[config.mk]
export PLATFORM = sky130hd
export DESIGN_NAME = spi_tx_burst_seq
export DESIGN_NICKNAME = d
export VERILOG_FILES = /design/src/rtl/spi_tx_pkg.sv /design/src/rtl/spi_edge_detect.sv /design/src/rtl/spi_tx_burst_seq.sv
export SDC_FILE = /design/constraint.sdc
export NUM_CORES = 1
export LEC_CHECK = 0
export BUFFER_PORTS_ARGS = -buffer_cell sky130_fd_sc_hd__buf_4
export CORE_UTILIZATION = 58
export DETAILED_ROUTE_END_ITERATION = 12
export PLACE_DENSITY = 0.92
export SLEW_MARGIN = 20
export SYNTH_ARGS = -nofsm -noshare
export SYNTH_HDL_FRONTEND = slang
export SYNTH_SLANG_ARGS = --single-unit
[constraint.sdc]
create_clock -name i_clock -period 5.05 [get_ports i_clock]
set_input_delay 0.2525 -clock i_clock [delete_from_list [all_inputs] [get_ports i_clock]]
set_output_delay 0.2525 -clock i_clock [all_outputs]
set_load 0.05 [all_outputs]
[src/rtl/spi_tx_pkg.sv]
// Shared types and limits for the SPI TX burst sequencer.
package spi_tx_pkg;

  typedef enum logic [2:0] {
    IDLE,
    FETCH,
    SEND,
    WAIT_DONE,
    COMPLETE
  } spi_seq_state_t;

  localparam int SPI_SEQ_MAX_RD_LAT = 3;

endpackage

[src/rtl/spi_edge_detect.sv]
// One-bit rising-edge detector; o_rise is high in the cycle the input first reads high.
module spi_edge_detect (
  input  logic i_clock,
  input  logic i_rst_n,
  input  logic i_level,
  output logic o_rise
);

  logic level_q;

  always_ff @(posedge i_clock) begin
    if (!i_rst_n) level_q <= 1'b0;
    else          level_q <= i_level;
  end

  assign o_rise = i_level & ~level_q;

endmodule

[src/rtl/spi_tx_burst_seq.sv]
// Burst sequencer: walks a word-store address window and hands each word to the SPI TX engine.
// Optional abort input enabled by defining SPI_TX_BURST_SEQ_ABORT_EN.
module spi_tx_burst_seq
  import spi_tx_pkg::*;
#(
  parameter int ADDR_W = 4,
  parameter int LEN_W  = ADDR_W + 1,
  parameter int RD_LAT = 1
) (
  input  logic              i_clock,
  input  logic              i_rst_n,
  input  logic              i_start,
  input  logic [ADDR_W-1:0] i_start_addr,
  input  logic [LEN_W-1:0]  i_len,
  input  logic              i_done,
`ifdef SPI_TX_BURST_SEQ_ABORT_EN
  input  logic              i_abort,
`endif
  output logic [ADDR_W-1:0] o_raddr,
  output logic              o_send,
  output logic              o_busy,
  output logic              o_burst_done,
  output logic [LEN_W-1:0]  o_word_idx
);

  if (RD_LAT < 0 || RD_LAT > SPI_SEQ_MAX_RD_LAT) begin : g_bad_rd_lat
    $error("spi_tx_burst_seq: RD_LAT out of range");
  end

  // With zero read latency the word is valid as soon as the address is driven.
  localparam spi_seq_state_t WORD_ENTRY = (RD_LAT == 0) ? SEND : FETCH;
  localparam logic [1:0]     LAT_LAST   = 2'((RD_LAT == 0) ? 0 : RD_LAT - 1);

  spi_seq_state_t    state_q, state_d;
  logic [LEN_W-1:0]  len_q;
  logic [1:0]        lat_cnt;
  logic              start_rise;
  logic              last_word;
  logic              abort_now;
  logic              abort_pend;

  spi_edge_detect u_start_edge (
    .i_clock (i_clock),
    .i_rst_n (i_rst_n),
    .i_level (i_start),
    .o_rise  (start_rise)
  );

`ifdef SPI_TX_BURST_SEQ_ABORT_EN
  logic abort_q;

  assign abort_now  = i_abort;
  assign abort_pend = abort_q | i_abort;

  // A request seen while waiting is held until that word's done arrives.
  always_ff @(posedge i_clock) begin
    if (!i_rst_n) abort_q <= 1'b0;
    else          abort_q <= (state_q == WAIT_DONE) && (state_d == WAIT_DONE) && abort_pend;
  end
`else
  assign abort_now  = 1'b0;
  assign abort_pend = 1'b0;
`endif

  assign last_word = (o_word_idx + LEN_W'(1)) >= len_q;

  // NOTE: state_d gets a default before the case so no path leaves it unassigned (no latch).
  always_comb begin
    state_d = state_q;
    case (state_q)
      IDLE: begin
        if (start_rise) state_d = (i_len == '0) ? COMPLETE : WORD_ENTRY;
      end
      FETCH: begin
        if (abort_now)               state_d = COMPLETE;
        else if (lat_cnt == LAT_LAST) state_d = SEND;
      end
      SEND: begin
        state_d = abort_now ? COMPLETE : WAIT_DONE;
      end
      WAIT_DONE: begin
        if (i_done) state_d = (last_word || abort_pend) ? COMPLETE : WORD_ENTRY;
      end
      COMPLETE: state_d = IDLE;
      default:  state_d = IDLE;
    endcase
  end

  // NOTE: all state and outputs use non-blocking assignments so every register samples pre-edge values.
  always_ff @(posedge i_clock) begin
    if (!i_rst_n) begin
      state_q      <= IDLE;
      len_q        <= '0;
      lat_cnt      <= '0;
      o_raddr      <= '0;
      o_send       <= 1'b0;
      o_busy       <= 1'b0;
      o_burst_done <= 1'b0;
      o_word_idx   <= '0;
    end else begin
      state_q      <= state_d;
      o_send       <= (state_d == SEND);
      o_busy       <= (state_d != IDLE);
      o_burst_done <= (state_d == COMPLETE);
      lat_cnt      <= (state_q == FETCH && state_d == FETCH) ? lat_cnt + 2'd1 : 2'd0;

      case (state_q)
        IDLE: begin
          if (start_rise) begin
            len_q <= i_len;
            if (i_len != '0) begin
              o_raddr    <= i_start_addr;
              o_word_idx <= '0;
            end
          end
        end
        WAIT_DONE: begin
          if (state_d == WORD_ENTRY) begin
            o_raddr    <= o_raddr + ADDR_W'(1);
            o_word_idx <= o_word_idx + LEN_W'(1);
          end
        end
        COMPLETE: o_word_idx <= '0;
        default: ;
      endcase
    end
  end

endmodule

==> metrics, run 1 <==
CTS clk-pin slew, worst paths=0.13 ns; PwrDens=267 nW/um^2; area grow syn2layout=15.6%; clk buf depth=2; DR iter-0 viols=26; sw frac=33.2%; total negative setup slack=0 ns; Hold Fails Final Rpt=0; relative slew slack=71.9%; NetSw=0.000132 W; worst-path maximum fanout=10; drt total wl=about 2800 um; setup violators final=0; storage element area=460 sq um; syn_nets=between 150 and 200; sequential-to-total area share from yosys stat=35.8%; Static Leak=0.642 nW; antenna violations before repair=0; Combinational Power Share=26.3%; # clock sinks=23; H-tree depth=1; Internal=0.000266 W; Critical Path Source Type=flop; Hold Crit Depth=2; reg-to-reg startpoint=o_word_idx[0]; cells after synthesis=145; Clk pwr share=a little over a fifth; number of synthesis warnings=0; Die Y=~49 um; Filler cells=163; CTS root buffer=clkbuf_4; Final period util=46.6%; first-pass GRT wire length=between 4000 and 5000 um; max cap viols=0; crit path capture type=flop; Die ar.=~2400 sq um; area leader, netlist=dfxtp_1; # hold bufs at CTS=0; Fmax=roughly 430 MHz; total gr overflow=0; synthesized area=1280 sq um; Cell Rows=16; CTS resizes=0; Area contributors post-synth=dfxtp_1 36%, ha_1 7.8%, nand2_1 5.3%, mux2i_1 3.1%, nor2b_1 2.9%; most common cell after layout, fill and taps aside=buf_4; R2R cell count=8; I/O pins=25; Reg2Reg Capture Point=o_raddr[0]; Placed Instance Area=1460 sq um; top cell type's share of synthesized area=35.8%; Netlist cell types=45; Avg WL per Cell=14.3 um; WP data arrival=2.57 ns; slew of the pin with the lowest slew margin=0.421 ns; Initial Utilization=a little under two thirds; clock latency on the worst-skew pair=roughly 0.32 ns; antenna cells=0; Final ANT Viol Nets=0; CTS buffer count=3; syn avg cell area=8.86 sq um; CTS tree=built; Finished Cell Area=1490 sq um; outcome=finished clean; min Tclk post-route=2.35 ns; RSZ-0062 raised after global routing=no; Max Slew Vio Count=0; footprint of the multi-input gates=753 sq um; hold endpoint=u_start_edge.level_q; Seq pwr share=52.1%; setup bufs post-CTS=0; Final Net Count=189; most frequent cells in the layout=24 x buf_4, 23 x dfxtp_1, 18 x nand2_1; #FFs+latches synth=23; HP Class=in2reg; first drt pass iteration count=4; vias per cell=5.58; critical path type=reg2reg; Worst Min Path Start=i_start; Die W=49.1 um; pin count of the biggest net entering global routing=29; # DRC=0; HPWL Detailed=2130 um; flop-to-flop setup slack=~2.7 ns; GPL Wtd Cong=0.826; peak supply drop=0.206 mV; GR Util All Layers=25.7%; clk_skew=0.00733 ns; core area=slightly above 2000 sq um; WP data required=5.27 ns; vias=about 1100; number of port buffers=24; layout cells sized above 1=23.4%; vias in the first global route=1105
==> critical path: stages, from the launching register on <==
cell	delay (ns)
dfxtp_1	0.44
ha_1	0.26
xor2_1	0.17
ha_1	0.28
a21o_1	0.19
a31oi_2	0.23
o211ai_4	0.18
and3_1	0.21
o31a_1	0.28
==> cells in the mapped netlist <==
cell / n
dfxtp_1: 23
nand2_1: 18
nor2_1: 9
ha_1: 8
inv_1: 8
a21oi_1: 7
nand3_1: 7
nor2b_1: 6
nand2b_1: 5
mux2i_1: 4
and2_1: 3
and3_1: 3
clkbuf_1: 3
o22ai_1: 3
a21boi_1: 2
a21o_1: 2
buf_6: 2
nand3b_1: 2
nor3_2: 2
o21ai_0: 2
xnor2_1: 2
a211oi_1: 1
a21oi_2: 1
a22oi_1: 1
a2bb2oi_1: 1
a31oi_1: 1
a31oi_2: 1
a41oi_1: 1
and3_4: 1
buf_4: 1
mux2_2: 1
nand2_4: 1
nand3_2: 1
nand4_1: 1
nand4b_1: 1
nor2_2: 1
nor3b_1: 1
o211a_1: 1
o211ai_4: 1
o21ai_1: 1
o221ai_1: 1
o31a_1: 1
o31ai_1: 1
o31ai_4: 1
xor2_1: 1
==> final cells by class <==
cell class                      instances  area share [%]
Multi-Input combinational cell        108            50.7
Sequential cell                        23            31.0
Timing Repair Buffer                   24            12.1
Tap cell                               27            2.27
Inverter                                8            2.02
Clock buffer                            3            1.52
Clock inverter                          1           0.337
==> power groups by stage <==
stage | Sequential (W) | Clock (W) | Combinational (W)
final | 0.000207 | 0.0000858 | 0.000105
after global routing | 0.000209 | 0.0000942 | 0.000113
after CTS | 0.000207 | 0.0000847 | 0.000104
after detailed placement | 0.000211 | 0 | 0.000104
after global placement | 0.000209 | 0 | 0.000100
after floorplan | 0.000223 | 0 | 0.0000671
==> worst max-delay path by stage <==
stage / depth (start not counted) / end / startpoint
after floorplan: 8 / o_raddr[0] / o_word_idx[0]
after global placement: 8 / o_raddr[0] / o_word_idx[0]
after detailed placement: 8 / o_raddr[0] / o_word_idx[0]
after CTS: 8 / o_raddr[0] / o_word_idx[0]
after global routing: 8 / o_raddr[0] / o_word_idx[0]
final: 8 / o_raddr[0] / o_word_idx[0]
==> logic make-up after synthesis <==
kind of cell / count (synthesis) / share of synthesized area, %
simple gates: 62 / 26.4
compound gates: 30 / 18.4
flops: 23 / 35.8
buf+inv: 14 / 5.55
fa+ha+maj: 8 / 7.79
mux: 5 / 3.99
xor+xnor: 3 / 2.05
==> state kept, by name, indices dropped and copies added (netlist names) <==
name,cells
len_q,5
o_word_idx,5
o_raddr,4
state_q,3
lat_cnt,2
o_burst_done,1
o_busy,1
o_send,1
u_start_edge.level_q,1
==> routing by layer <==
metal  track usage, %  routed length (um)  part of all wire (%)  vias up
li1                 -                   -                     -      547
met1             30.7                1180                    42      499
met2             44.1                1430                    52       26
met3             4.05                  87                   3.1       10
met4             13.2                  76                   2.7        0
met5                0                   0                     0        -
==> per-stage QoR <==
step | utilization [%] | setup slack (ns) | instances | hold slack (ns) | power (W)
after global routing | 73.5 | 2.58 | 194 | 0.157 | 0.000416
after detailed placement | 72.1 | 2.76 | 190 | 0.487 | 0.000315
after CTS | 73.5 | 2.72 | 194 | 0.162 | 0.000396
after global placement | 72.1 | 2.88 | 190 | 0.477 | 0.000309
final | 73.5 | 2.70 | 194 | 0.170 | 0.000397
after floorplan | - | 2.56 | 145 | 0.374 | 0.000291
Power figures use the tool's default switching activity.
==> inputs of run 2 (changes only) <==
--- a/config.mk
+++ b/config.mk
@@ -6,9 +6,9 @@
 export NUM_CORES = 1
 export LEC_CHECK = 0
 export BUFFER_PORTS_ARGS = -buffer_cell sky130_fd_sc_hd__buf_4
-export CORE_UTILIZATION = 58
+export CORE_UTILIZATION = 48
 export DETAILED_ROUTE_END_ITERATION = 12
-export PLACE_DENSITY = 0.92
+export PLACE_DENSITY = 0.83
 export SLEW_MARGIN = 20
 export SYNTH_ARGS = -nofsm -noshare
 export SYNTH_HDL_FRONTEND = slang
==> constraint.sdc (replaced) <==
create_clock -name i_clock -period 2.16 [get_ports i_clock]
set_input_delay 0.108 -clock i_clock [delete_from_list [all_inputs] [get_ports i_clock]]
set_output_delay 0.108 -clock i_clock [all_outputs]
set_load 0.05 [all_outputs]
==> run 2 against run 1 <==
Effect of this change: final cell count is 3.1% higher; non-clock buffer count is 3 higher; sequential power is 130% higher; critical path type unchanged; maximum frequency is 12% higher; combinational power is 130% higher; largest power group unchanged; wire length is 2.5% lower; sequential cell count stayed put; critical path depth stayed put; setup slack worse by 2.6 ns; sequential share of layout area is 0.73 points lower.
==> metrics, run 2 (synthesis results as in run 1) <==
worst setup margin=0.0547 ns; number of port buffers=24; CTS root buffer=clkbuf_4; Max Slew Vio Count=0; Final ANT Viol Nets=0; Initial Utilization=between 50% and 60%; GPL Wtd Cong=between 0.8 and 0.9; critical path type=reg2reg; flop-to-flop setup slack=0.05 ns; vias in the first global route=about 1100; WP data arrival=2.33 ns; setup violators final=0; Filler cells=220; # clock sinks=23; Die ar.=2890 sq um; Critical Path Source Type=flop; sw frac=32.9%; antenna cells=0; vias per cell=5.51; # hold bufs at CTS=0; layout cells sized above 1=28.2%; crit path from=o_word_idx[1]; NetSw=0.000306 W; peak supply drop=0.483 mV; Internal=0.000624 W; Final Util=roughly 62%; antenna violations before repair=0; H-tree depth=1; CTS tree=built; RSZ-0062 raised after global routing=yes; I/O pins=25; Seq pwr share=51.7%; drt total wl=between 2000 and 3000 um; GR Util All Layers=21.3%; Clk pwr share=a little over a fifth; crit path capture=o_raddr[0]; most common cell after layout, fill and taps aside=buf_4; clock latency on the worst-skew pair=approximately 0.32 ns; Final period util=97.5%; # DRC=0; reg-to-reg startpoint=o_word_idx[1]; Setup WS pre-CTS=-0.0128 ns; Hold Fails Final Rpt=0; crit path capture type=flop; CTS clk-pin slew, worst paths=0.12 ns; Die W=53.7 um; total gr overflow=0; Final Net Count=192; Die Y=about 54 um; worst-path maximum fanout=7; first drt pass iteration count=4; first-pass GRT wire length=~4400 um; slew of the pin with the lowest slew margin=0.431 ns; HP Class=in2reg; PwrDens=~600 nW/um^2; Avg WL per Cell=around 14 um; most frequent cells in the layout=27 x buf_4, 19 x dfxtp_1, 18 x nand2_1; pin count of the biggest net entering global routing=29; area grow syn2layout=20.9%; clk_skew=0.00285 ns; CTS buffer count=3; Combinational Power Share=26.5%; outcome=finished clean; Fmax=approximately 470 MHz; HPWL Detailed=1990 um; DR iter-0 viols=14; R2R cell count=8; Reg2Reg Capture Point=o_raddr[0]; max cap viols=0; WP data required=~2.4 ns; biggest regs=len_q: 5 flops, o_word_idx: 5 flops, o_raddr: 4 flops; clk buf depth=2; vias=1102; min Tclk post-route=2.11 ns; Static Leak=0.664 nW; relative slew slack=between 70% and 80%; core area=around 2500 sq um; Cell Rows=18
run 2: how the worst min path moves through the flow:
stage,start,endpoint,slack [ns],depth (start not counted)
5_1_grt,i_start,u_start_edge.level_q,0.006,2
6_report,i_start,u_start_edge.level_q,0.007,2
4_1_cts,i_start,u_start_edge.level_q,0.003,2
2_1_floorplan,i_start,u_start_edge.level_q,0.23,1
3_3_place_gp,i_start,u_start_edge.level_q,0.33,2
3_5_place_dp,i_start,u_start_edge.level_q,0.34,2
run 2: worst max-delay path: stages, from the launching register on:
cell and delay, ns:
dfxtp_4 0.38, ha_4 0.17, xor2_1 0.14, ha_1 0.32
a21o_1 0.19, a31oi_4 0.18, o211ai_4 0.14, and3_1 0.20
o31a_1 0.30
run 2: power groups by stage:
stage	sequential, W	combinational, W	clock [W]
2_1_floorplan	0.000520	0.000160	0
3_3_place_gp	0.000487	0.000238	0
3_5_place_dp	0.000491	0.000244	0
4_1_cts	0.000481	0.000246	0.000212
5_1_grt	0.000485	0.000270	0.000230
6_report	0.000481	0.000246	0.000203
run 2: timing repair:
action / in CTS / in global routing
pin swaps: 1 / 3
resized for setup: 1 / 1
setup buffers: 1 / 2
endpoints found under the setup margin: 1 / 4
cloned: 0 / 0
run 2: through the flow:
stage,instance area (sq um),total power [W],hold WS (ns),TNS [ns],instances
final,1550,0.000930,0.00745,0,200
after global routing,1550,0.000985,0.00631,-0.0283,200
after CTS,1530,0.000939,0.00325,0,198
after detailed placement,1490,0.000735,0.341,-0.0128,193
after global placement,1490,0.000726,0.333,0,193
after floorplan,1320,0.000680,0.230,0,145
run 2: per-layer routing:
metal  track usage, %  vias to the layer above  part of all wire (%)
met3             5.93                        4                   3.4
met4             7.02                        0                   1.1
met1             24.1                      525                    45
li1                 -                      555                     -
met2             37.9                       18                    50
met5                0                        -                     0
run 2: layout make-up:
cell class	instances	area, sq um	share of cell area [%]
Sequential cell	23	470	30.3
Inverter	8	30.0	1.93
Clock buffer	4	26.3	1.69
Tap cell	30	37.5	2.42
Timing Repair Buffer	27	203	13.0
Multi-Input combinational cell	108	787	50.6
==> inputs of run 3 (changes only) <==
--- a/config.mk
+++ b/config.mk
@@ -9,6 +9,7 @@
 export CORE_UTILIZATION = 48
 export DETAILED_ROUTE_END_ITERATION = 12
 export PLACE_DENSITY = 0.83
+export REMOVE_ABC_BUFFERS = 1
 export SLEW_MARGIN = 20
 export SYNTH_ARGS = -nofsm -noshare
 export SYNTH_HDL_FRONTEND = slang
==> run 3 against run 2 <==
Effect of this change: non-clock buffer count rose by 1; global-route usage fell by 0.11 points; sequential cell count did not move; hold slack improved by 0.0031 ns; sequential power barely moved; maximum frequency rose by 0.78%; highest routed layer unchanged; combinational power barely moved.
==> metrics, run 3 (synthesis results as in run 1) <==
vias=1096; # DRC=0; CTS tree=built; peak supply drop=0.487 mV; outcome=finished clean; Final Net Count=193; max cap viols=0; CTS root buffer=clkbuf_4; # clock sinks=23; antenna cells=0; Final period util=96.7%; Finished Cell Area=roughly 1600 sq um; number of port buffers=24; worst-path maximum fanout=7; biggest regs=len_q: 5 flops, o_word_idx: 5 flops, o_raddr: 4 flops; Die W=53.7 um; WP data required=between 2 and 2.5 ns; PwrDens=593 nW/um^2; Hold Crit Depth=2; Max Slew Vio Count=0; total gr overflow=0; clk buf depth=2; H-tree depth=1; Reg2Reg Capture Point=o_word_idx[2]; first-pass GRT wire length=4460 um; # hold bufs at CTS=0; DR iter-0 viols=23; most frequent cells in the layout=27 x buf_4, 20 x dfxtp_1, 18 x nand2_1; WP data arrival=about 2.3 ns; pin count of the biggest net entering global routing=29; Hold Fails Final Rpt=0; layout cells sized above 1=29.2%; Final ANT Viol Nets=0; clk_skew=approximately 0.0053 ns; antenna violations before repair=0; relative slew slack=approximately 73%; most common cell after layout, fill and taps aside=buf_4; critical path type=reg2reg; Die ar.=2890 sq um; Final Util=62.8%; vias per cell=5.45; Static Leak=roughly 0.67 nW; Avg WL per Cell=13.8 um; min Tclk post-route=2.09 ns; core area=~2500 sq um; Initial Utilization=between 50% and 60%; Fmax=479 MHz; CTS buffer count=3; Die Y=53.7 um; Critical Path Source Type=flop; crit path capture type=flop; HP Class=in2reg; setup violators final=0; R2R cell count=9; Cell Rows=18; area grow syn2layout=22.1%; HPWL Detailed=1940 um; clock latency on the worst-skew pair=0.31 ns; slew of the pin with the lowest slew margin=0.399 ns; GR Util All Layers=21.2%; reg-to-reg startpoint=o_word_idx[0]; flop-to-flop setup slack=around 0.071 ns; first drt pass iteration count=4; hold endpoint=u_start_edge.level_q; Worst Min Path Start=i_start; CTS clk-pin slew, worst paths=0.13 ns; vias in the first global route=1053; drt total wl=2760 um; I/O pins=25; GPL Wtd Cong=0.777; total negative setup slack=0 ns; Placed Instance Area=1480 sq um
==> run 3: worst max-delay path, stage by stage (launching register included) <==
cell,delay [ns]
dfxtp_2,0.38
ha_4,0.16
nand3_1,0.15
xnor2_2,0.19
ha_1,0.33
nand2_1,0.11
o211ai_4,0.21
buf_6,0.16
o31ai_4,0.11
o221ai_1,0.21
==> run 3: per-stage QoR <==
step / cells / power, W / setup WS (ns) / hold WS, ns
6_report: 201 / 0.000931 / 0.0709 / 0.0105
5_1_grt: 201 / 0.000979 / -0.0221 / 0.00277
3_3_place_gp: 196 / 0.000724 / 0.107 / 0.334
4_1_cts: 200 / 0.000931 / 0.00236 / 0.0116
2_1_floorplan: 139 / 0.000658 / -0.333 / 0.230
3_5_place_dp: 196 / 0.000731 / 0.0110 / 0.337
==> run 3: worst max-delay path by stage <==
stage | cells past startpoint | start | endpoint
after floorplan | 8 | o_word_idx[0] | o_raddr[0]
after global placement | 9 | o_word_idx[0] | o_word_idx[4]
after detailed placement | 9 | o_word_idx[0] | o_word_idx[2]
after CTS | 9 | o_word_idx[0] | o_word_idx[1]
after global routing | 9 | o_word_idx[0] | o_word_idx[2]
final | 9 | o_word_idx[0] | o_word_idx[2]
==> run 3: final cells by class <==
| type | instances | area, sq um |
|---|---|---|
| clock buffers | 3 | 22.5 |
| clock inverters | 1 | 5.00 |
| fillers | 210 | 931 |
| inverters | 8 | 30.0 |
| multi-input cells | 108 | 796 |
| flip-flops and latches | 23 | 464 |
| well taps | 30 | 37.5 |
| repair buffers | 28 | 214 |
==> run 3: repair_timing <==
action	CTS	global route
gates resized for setup	3	7
setup endpoints to repair	7	11
pin swaps	1	1
setup buffers	0	1
==> run 3: per-layer routing <==
layer / share of wire (%) / global-route usage (%)
met1: 43 / 26.2
met2: 51 / 38.1
met3: 4.6 / 2.82
met4: 0.90 / 5.26
met5: 0 / 0
==> run 3: power by group <==
group          internal (W)  total, W  leakage (nW)  switching [W]
clock network     0.0000692  0.000201        0.0177       0.000132
registers          0.000452  0.000483         0.189      0.0000304
logic              0.000104  0.000247         0.468       0.000143
total              0.000625  0.000931         0.675       0.000306
